===== config.mk =====
export PLATFORM = sky130hd
export DESIGN_NAME = stage_sequencer_flat
export DESIGN_NICKNAME = d
export VERILOG_FILES = /design/src/rtl/stage_sequencer_if.sv /design/src/rtl/stage_sequencer.sv /design/src/flat_wrapper.sv
export SDC_FILE = /design/constraint.sdc
export NUM_CORES = 1
export LEC_CHECK = 0
export ABC_AREA = 0
export BUFFER_PORTS_ARGS = -buffer_cell sky130_fd_sc_hd__buf_2
export CORE_AREA = 10 10 53 55
export DETAILED_ROUTE_END_ITERATION = 12
export DIE_AREA = 0 0 63 65
export PLACE_DENSITY = 0.63
export SLEW_MARGIN = 10
export SYNTH_ARGS = -nofsm -noshare
export SYNTH_HDL_FRONTEND = slang
export SYNTH_SLANG_ARGS = --single-unit

===== constraint.sdc =====
create_clock -name CLK -period 1.9 [get_ports CLK]
set_clock_uncertainty 0.1 [all_clocks]
set_input_delay 0.19 -clock CLK [delete_from_list [all_inputs] [get_ports CLK]]
set_output_delay 0.19 -clock CLK [all_outputs]
set_load 0.05 [all_outputs]

===== src/rtl/stage_sequencer_if.sv =====
// Stage sequencer bus: core status/control inputs and per-stage enables.
// Optional single-step input is present only when STAGE_SEQ_SINGLE_STEP_EN
// is defined.
//
// Protocol: there is no valid/ready pair on this bus. Each en_* is a
// one-cycle strobe that the core treats as "perform this stage's work on
// this CLK edge"; the strobes are mutually exclusive. memWait/exBusy act as
// the ready side: while the stage's stall input is high its enable is held
// low and the stage is repeated on the next tick.
interface stage_sequencer_if;
  logic       run;
  logic       halt_req;
  logic       memWait;
  logic       rwmem;
  logic       exBusy;
`ifdef STAGE_SEQ_SINGLE_STEP_EN
  logic       step;
`endif
  logic       en_ft;
  logic       en_dc;
  logic       en_ex;
  logic       en_ma;
  logic       en_wb;
  logic [2:0] stage;
  logic       instret;
  logic       halted;
  logic       mem_timeout;

  // Sequencer side
  modport master (
    input  run, halt_req, memWait, rwmem, exBusy,
`ifdef STAGE_SEQ_SINGLE_STEP_EN
    input  step,
`endif
    output en_ft, en_dc, en_ex, en_ma, en_wb, stage, instret, halted,
           mem_timeout
  );

  // Core / controller side
  modport slave (
    output run, halt_req, memWait, rwmem, exBusy,
`ifdef STAGE_SEQ_SINGLE_STEP_EN
    output step,
`endif
    input  en_ft, en_dc, en_ex, en_ma, en_wb, stage, instret, halted,
           mem_timeout
  );
endinterface


===== src/rtl/stage_sequencer.sv =====
// Single-clock stage sequencer for the multi-cycle RV32 core.
// Walks FT -> DC -> EX -> (MA) -> WB on a divided tick, issuing one-cycle
// stage enables, with memory/execute stalls, run/halt control and a
// memory-stall watchdog.
// Optional feature macro: STAGE_SEQ_SINGLE_STEP_EN (adds the step input).
module stage_sequencer #(
  parameter int STEP_DIV = 1,   // CLK cycles per tick, >= 1
  parameter int TIMEOUT  = 255  // stalled ticks before abort, 0 = off
) (
  input  logic               CLK,
  input  logic               RST_N,
  stage_sequencer_if.master  bus
);

  typedef enum logic [2:0] {
    S_IDLE = 3'd0,
    S_FT   = 3'd1,
    S_DC   = 3'd2,
    S_EX   = 3'd3,
    S_MA   = 3'd4,
    S_WB   = 3'd5
  } state_t;

  localparam int DW = (STEP_DIV > 1) ? $clog2(STEP_DIV) : 1;
  localparam int CW = (TIMEOUT > 1) ? $clog2(TIMEOUT + 1) : 1;
  localparam logic [DW-1:0] DIV_LAST = DW'(STEP_DIV - 1);
  localparam logic [CW-1:0] CNT_LAST = CW'((TIMEOUT > 0) ? (TIMEOUT - 1) : 0);

  state_t        state_q, state_d;
  logic [DW-1:0] div_q;
  logic [CW-1:0] cnt_q;
  logic          tick;
  logic          mem_stall;
  logic          wd_fire;
  logic          start_req;
  logic          wb_continue;
  logic          leave_idle;
  logic          timeout_q;

  assign tick      = (div_q == DIV_LAST);
  assign mem_stall = ((state_q == S_FT) || (state_q == S_MA)) && bus.memWait;
  // Fires on the tick that would bring the stall count up to TIMEOUT.
  assign wd_fire   = (TIMEOUT != 0) && tick && mem_stall && (cnt_q == CNT_LAST);

`ifdef STAGE_SEQ_SINGLE_STEP_EN
  logic step_pend_q;
  logic single_q;
  assign start_req   = (bus.run || step_pend_q) && !bus.halt_req;
  assign wb_continue = bus.run && !bus.halt_req && !single_q;
`else
  assign start_req   = bus.run && !bus.halt_req;
  assign wb_continue = start_req;
`endif

  assign leave_idle = tick && (state_q == S_IDLE) && start_req;

  // Stage enables: current stage, on a tick, when not stalled.
  assign bus.en_ft = (state_q == S_FT) && tick && !bus.memWait;
  assign bus.en_dc = (state_q == S_DC) && tick;
  assign bus.en_ex = (state_q == S_EX) && tick && !bus.exBusy;
  assign bus.en_ma = (state_q == S_MA) && tick && !bus.memWait;
  assign bus.en_wb = (state_q == S_WB) && tick;

  assign bus.stage       = state_q;
  assign bus.instret     = bus.en_wb;
  assign bus.halted      = (state_q == S_IDLE);
  assign bus.mem_timeout = timeout_q;

  // Free-running tick divider; never disturbed by stalls or state.
  always_ff @(posedge CLK or negedge RST_N) begin
    if (!RST_N)    div_q <= '0;
    else if (tick) div_q <= '0;
    else           div_q <= div_q + 1'b1;
  end

  // Consecutive memory-stall tick counter for the watchdog.
  always_ff @(posedge CLK or negedge RST_N) begin
    if (!RST_N) begin
      cnt_q <= '0;
    end else if (tick) begin
      if (wd_fire || !mem_stall || (TIMEOUT == 0)) cnt_q <= '0;
      else                                          cnt_q <= cnt_q + 1'b1;
    end
  end

  // Sticky abort flag; cleared when the sequencer next leaves IDLE.
  always_ff @(posedge CLK or negedge RST_N) begin
    if (!RST_N)          timeout_q <= 1'b0;
    else if (wd_fire)    timeout_q <= 1'b1;
    else if (leave_idle) timeout_q <= 1'b0;
  end

`ifdef STAGE_SEQ_SINGLE_STEP_EN
  // Step request capture and one-instruction mode tracking.
  always_ff @(posedge CLK or negedge RST_N) begin
    if (!RST_N) begin
      step_pend_q <= 1'b0;
      single_q    <= 1'b0;
    end else if (leave_idle) begin
      step_pend_q <= 1'b0;
      single_q    <= !bus.run;
    end else if ((state_q == S_IDLE) && bus.step && !bus.run) begin
      step_pend_q <= 1'b1;
    end
  end
`endif

  // State register.
  always_ff @(posedge CLK or negedge RST_N) begin
    if (!RST_N) state_q <= S_IDLE;
    else        state_q <= state_d;
  end

  // Next-state logic; transitions only happen on a tick.
  always_comb begin
    state_d = state_q;
    if (tick) begin
      case (state_q)
        S_IDLE: if (start_req) state_d = S_FT;
        S_FT: begin
          if (wd_fire)          state_d = S_IDLE;
          else if (bus.en_ft)   state_d = S_DC;
        end
        S_DC:   if (bus.en_dc) state_d = S_EX;
        S_EX:   if (bus.en_ex) state_d = bus.rwmem ? S_MA : S_WB;
        S_MA: begin
          if (wd_fire)          state_d = S_IDLE;
          else if (bus.en_ma)   state_d = S_WB;
        end
        S_WB:   state_d = wb_continue ? S_FT : S_IDLE;
        default: state_d = S_IDLE;
      endcase
    end
  end

endmodule


===== src/flat_wrapper.sv =====
// flat-port wrapper written by rule: the top's interface ports become plain ports
module stage_sequencer_flat 
#(
  parameter int STEP_DIV = 1,                               
  parameter int TIMEOUT  = 255                                        
)
  (CLK, RST_N, bus_run, bus_halt_req, bus_memWait, bus_rwmem, bus_exBusy, bus_en_ft, bus_en_dc, bus_en_ex, bus_en_ma, bus_en_wb, bus_stage, bus_instret, bus_halted, bus_mem_timeout);
  stage_sequencer_if bus_i ();
  input  logic CLK;
  input  logic RST_N;
  input wire logic [$bits(bus_i.run)-1:0] bus_run;
  input wire logic [$bits(bus_i.halt_req)-1:0] bus_halt_req;
  input wire logic [$bits(bus_i.memWait)-1:0] bus_memWait;
  input wire logic [$bits(bus_i.rwmem)-1:0] bus_rwmem;
  input wire logic [$bits(bus_i.exBusy)-1:0] bus_exBusy;
  output wire logic [$bits(bus_i.en_ft)-1:0] bus_en_ft;
  output wire logic [$bits(bus_i.en_dc)-1:0] bus_en_dc;
  output wire logic [$bits(bus_i.en_ex)-1:0] bus_en_ex;
  output wire logic [$bits(bus_i.en_ma)-1:0] bus_en_ma;
  output wire logic [$bits(bus_i.en_wb)-1:0] bus_en_wb;
  output wire logic [$bits(bus_i.stage)-1:0] bus_stage;
  output wire logic [$bits(bus_i.instret)-1:0] bus_instret;
  output wire logic [$bits(bus_i.halted)-1:0] bus_halted;
  output wire logic [$bits(bus_i.mem_timeout)-1:0] bus_mem_timeout;
  assign bus_i.run = bus_run;
  assign bus_i.halt_req = bus_halt_req;
  assign bus_i.memWait = bus_memWait;
  assign bus_i.rwmem = bus_rwmem;
  assign bus_i.exBusy = bus_exBusy;
  assign bus_en_ft = bus_i.en_ft;
  assign bus_en_dc = bus_i.en_dc;
  assign bus_en_ex = bus_i.en_ex;
  assign bus_en_ma = bus_i.en_ma;
  assign bus_en_wb = bus_i.en_wb;
  assign bus_stage = bus_i.stage;
  assign bus_instret = bus_i.instret;
  assign bus_halted = bus_i.halted;
  assign bus_mem_timeout = bus_i.mem_timeout;
  stage_sequencer #(.STEP_DIV(STEP_DIV), .TIMEOUT(TIMEOUT)) u_core (.CLK(CLK), .RST_N(RST_N), .bus(bus_i));
endmodule

Yosys cells after proc, flatten, opt, wreduce, memory -nomap -nowiden
Index checks and enable logic that the tools add are counted.
{ "op_classes": {"bitwise_logic": 1, "shift": 0, "n_eq_ne": 11, "n_div": 0, "mul": 0, "addsub": 2, "mux": 14, "n_lt_le_gt_ge": 0, "n_reduce_logical": 23} }
{ "op_table": {"columns": ["operator", "n"], "rows": [
  ["3-bit 2-to-1 mux", 7],
  ["3-bit case mux with 6 select lines", 1],
  ["1-bit logical AND", 14],
  ["8-bit by 1-bit adder with 8-bit output, second input constant", 1],
  ["8-bit == test, second input constant", 1],
  ["8-bit 2-to-1 mux", 1],
  ["3-bit by 2-bit == test with 1-bit output, second input constant", 2],
  ["3-bit == test, second input constant", 2],
  ["3-bit by 2-bit inequality test with 1-bit output, second input constant", 2],
  ["6-bit AND reduction", 1],
  ["1-bit 2-to-1 mux", 5],
  ["1-bit zero test", 4],
  ["2-bit inequality test, second input constant", 2],
  ["3-bit by 1-bit == test with 1-bit output, second input constant", 1],
  ["3-bit zero test", 1],
  ["1-bit logical OR", 2],
  ["2-bit by 1-bit inequality test with 1-bit output, second input constant", 1],
  ["2-bit nonzero test", 1],
  ["1-bit adder, second input constant", 1],
  ["1-bit inverter", 1]
]} }
{ "totals": {"latch_bits": 0, "output_inout_bits": 11, "ff_bits": 13, "n_memories": 0, "ram_bits": 0, "romBits": 0} }

Longest topological paths before layout
{ "depth": {"depth_word": 7, "depth_mapped": 6, "ltp_nobuf": 5} }

Worst setup path before layout
OpenSTA, ideal clock, no wires.
{ "synth_path": {"kind": "flip-flop to output port", "startpoint": "reg u_core.state_q[2], in the netlist u_core.bus.stage[2]", "endpoint": "out bus_en_ma", "t_arrival_ns": 2.450, "path_stages_with_launch": 4, "path_slack_ns": -0.840, "required_ns": 1.610, "path_buffers": 1, "cell_sequence": "dfrtp_1 buf_2 inv_1 nor4_1"} }
{ "synth_via": {"elab_chain_cells": 3} }
{ "synth_rtl": {"columns": ["element", "line", "rtl"], "rows": [
  ["from (decl)", "stage_sequencer.sv:29", "state_t state_q, state_d;"],
  ["from (signal assigned)", "stage_sequencer.sv:111", "else state_q <= state_d;"],
  ["3-bit == test", "stage_sequencer.sv:61", "assign bus.en_ma = (state_q == S_MA) && tick && !bus.memWait;"],
  ["1-bit logical AND (2 in series)", "stage_sequencer.sv:61", null],
  ["to (decl)", "flat_wrapper.sv:19", "output wire logic [$bits(bus_i.en_ma)-1:0] bus_en_ma;"]
]} }
Every way passes these cells.

Final worst setup path
{ "layout_path": {"startpoint": "reg u_core.state_q[1], in the netlist u_core.bus.stage[1]", "endpoint": "out bus_halted"} }
{ "layout_via": {"elab_chain_cells": 1} }
{ "layout_rtl": {"columns": ["element", "line", "rtl"], "rows": [
  ["3-bit zero test", "stage_sequencer.sv:66", "assign bus.halted = (state_q == S_IDLE);"],
  ["to (decl)", "flat_wrapper.sv:23", "output wire logic [$bits(bus_i.halted)-1:0] bus_halted;"]
]} }
Every way passes these cells.

==> metrics.md <==
| Metric | Value |
|---|---|
| Grt met1 use | `0.0807` |
| Max Cap Viol | `0` |
| Number of global-route vias before repair | `619` |
| Startpoint Class | `flip-flop` |
| Fillers | `203` |
| Worst Setup End Kind | `primary output` |
| H-tree Lvls | `1` |
| Diodes inserted | `0` |
| Clock-pin slew on the worst setup and hold paths | `70 ps` |
| Max VDD drop | `0.000648 V` |
| Net Count, Synth | `82` |
| Multi-input gate area | `370 sq um` |
| Slew headroom | `0.755` |
| CTS tree | `built` |
| DRC | `0` |
| Worst-Margin Slew | `367 ps` |
| Unrepaired setup endpoints after global routing | `no` |
| Pins Over Slew Limit | `0` |
| Gr ovfl total | `0` |
| Syn avg cell area | `9.51 sq um` |
| I/O Buffers | `17` |
| YS warnings | `0` |
| Drt total wl | `1480 um` |
| Layout cells sized above 1 | `0.359` |
| CTS buffer count | `3` |
| Pre-antenna DRT Iters | `2` |
| Aggregate global-route resource usage | `0.0836` |
| Final Wtd Congestion | `0.791` |
| Remaining antenna violation count | `0` |
| Synth Instances | `73` |
| Initial antenna violation count | `0` |
| Busiest layer in global routing | `met2` |
| Global routing met3 resource utilization | `0.0344` |
| CP Data Required Time | `1610 ps` |
| Met2 Track Usage GR | `0.143` |
| Core Region | `1860 sq um` |
| Die W | `63 um` |
| DP HPWL | `1190 um` |
| First-pass GRT wire length | `2740 um` |
| Data arrival, critical path | `1540 ps` |
| Largest net degree at the start of global routing | `13` |
| Tcrit/Tclk final | `0.965` |
| Outcome | `finished clean` |
| Crit path time final | `1830 ps` |
| Initial Util | `0.373` |
| Pwr/cell area | `1500 nW/um^2` |
| Final setup fails | `0` |
| Synth Cell Area | `694 sq um` |
| CP max FO | `7` |
| Total Nets Final | `103` |
| Synth-to-layout area growth | `24.3%` |
| CTS Sinks | `12` |
| Leak | `0.412 nW` |
| Final hold vios | `0` |
| DR vias/cell | `4.81` |
| CTS Root Cell | `clkbuf_4` |
| Clock Path Buffers | `2` |
| Register area | `302 sq um` |
| Final instance area | `863 sq um` |
| Fmax | `545 MHz` |
| Cell Area, Placed | `827 sq um` |
| Wire per inst | `12.5 um` |
| Seq/Total Area, Yosys | `0.432` |
| Drt initial violations | `9` |
| Die footprint | `4100 sq um` |
| Path type of the worst min-delay path | `in -> reg` |
| Clk Latency, worst-skew pair | `270 ps` |
| Die Y-Extent | `65 um` |
| Synthesized flop and latch total | `12` |
| Post CTS Setup Buffer Count | `0` |
| # rows | `16` |
| I/O Pins | `18` |
| Post-route setup TNS | `0 ps` |
| Critical path class | `reg -> out` |
| Worst R2R Setup Slack | `380 ps` |
| Vias after detailed routing | `572` |
| Netlist cell types | `32` |
-- routing by layer --
metal  share of wire  up-vias  wire length (um)
met5               0        -                 0
met4           0.029        0                43
met3           0.075        5               111
met2            0.47       17               697
met1            0.43      266               632
li1                -      284                 -
-- logic make-up (layout without fill, tap and decap cells) --
kind of cell	count (synthesis)	after routing	synth area share
buffers and inverters	9	28	0.0775
AND/OR/NAND/NOR	34	34	0.252
AO/OA/AOI/OAI	9	9	0.103
flip-flops	12	12	0.432
XOR/XNOR	7	7	0.0991
adder cells (fa/ha/maj)	2	2	0.0360
-- critical path: stages (launching register included) --
cell        delay, ps
dfrtp_1           430
or3_2             550
clkinvlp_4        100
buf_4             190
-- report_power, final --
part,internal (mW),switching (mW)
registers,0.302,0.0713
logic,0.233,0.535
clock network,0.0734,0.0788
total,0.608,0.685
-- Yosys cell counts --
cell,n,area share
a31oi_1,1,0.0090
nand3_1,3,0.022
a32oi_2,1,0.023
and3_1,1,0.0090
xnor2_1,1,0.013
nor4_1,1,0.0090
or2_2,1,0.0090
nor2_1,14,0.076
xor2_2,1,0.023
and4_1,2,0.025
or3_2,1,0.011
dfrtp_1,12,0.43
nand2b_1,1,0.0090
o2bb2ai_1,1,0.013
ha_1,2,0.036
nand4_1,2,0.018
buf_4,1,0.011
o22ai_1,1,0.0090
nand2_1,4,0.022
nor3_1,1,0.0072
a21oi_1,1,0.0072
a21o_1,1,0.011
nand3b_2,1,0.016
buf_6,2,0.032
buf_2,1,0.0072
inv_1,5,0.027
o32ai_1,1,0.013
a21boi_0,1,0.011
o21ai_0,1,0.0072
nor2b_1,1,0.0090
or2b_1,1,0.011
xor2_1,5,0.063
-- metrics by stage --
step	hold slack, ps	std cells	util	setup WS (ps)	power [mW]
global route	207	119	0.464	2.88	1.39
floorplan	-206	73	-	-142	1.01
CTS	175	119	0.463	62.4	1.31
global placement	-20.8	115	0.444	335	1.13
detailed placement	-19.3	115	0.444	301	1.14
finish	189	119	0.464	65.6	1.29
-- layout by cell type, fill, tap and decap left out, types with 2 or more instances in the layout --
cell type   n
and4_1      2
buf_2      16
buf_4       3
clkbuf_4    3
dfrtp_1    11
ha_1        2
inv_1       4
nand2_1     4
nand3_1     3
nand4_1     2
nor2_1     12
xor2_1      5
-- final timing paths --
check                                                         from                                 end  depth (start not counted)
worst min-delay path                                  bus_halt_req  u_core.bus.mem_timeout$_DFFE_PN0P_                          4
worst max-delay path               u_core.bus.stage[1]$_DFFE_PN0P_                          bus_halted                          3
worst min register to register  u_core.bus.mem_timeout$_DFFE_PN0P_  u_core.bus.mem_timeout$_DFFE_PN0P_                          1
min in group asynchronous                                    RST_N           u_core.cnt_q[4]$_DFF_PN0_                          2
worst max register to register           u_core.cnt_q[2]$_DFF_PN0_     u_core.bus.stage[0]$_DFFE_PN0P_                          4
max in group asynchronous                                    RST_N     u_core.bus.stage[2]$_DFFE_PN0P_                          2
-- repair_timing --
action | in CTS | in global routing
hold buffers | 1 | 0
gates resized for setup | 1 | 1
hold endpoints to repair | 12 | 0
pin swaps | 0 | 0
endpoints found under the setup margin | 1 | 1
-- sequential cells by signal (all words and copies together), names as in the netlist --
register	flops
u_core.cnt_q	8
u_core.bus.mem_timeout	1
u_core.bus.stage	3
-- area by class of cell --
| class | instances | area share |
|---|---|---|
| clock buffer | 3 | 0.0261 |
| inverter | 5 | 0.0261 |
| multi-input combinational | 52 | 0.429 |
| sequential | 12 | 0.349 |
| tap | 27 | 0.0391 |
| timing repair buffer | 20 | 0.130 |
Note: power is estimated with default switching activity, not from simulation.
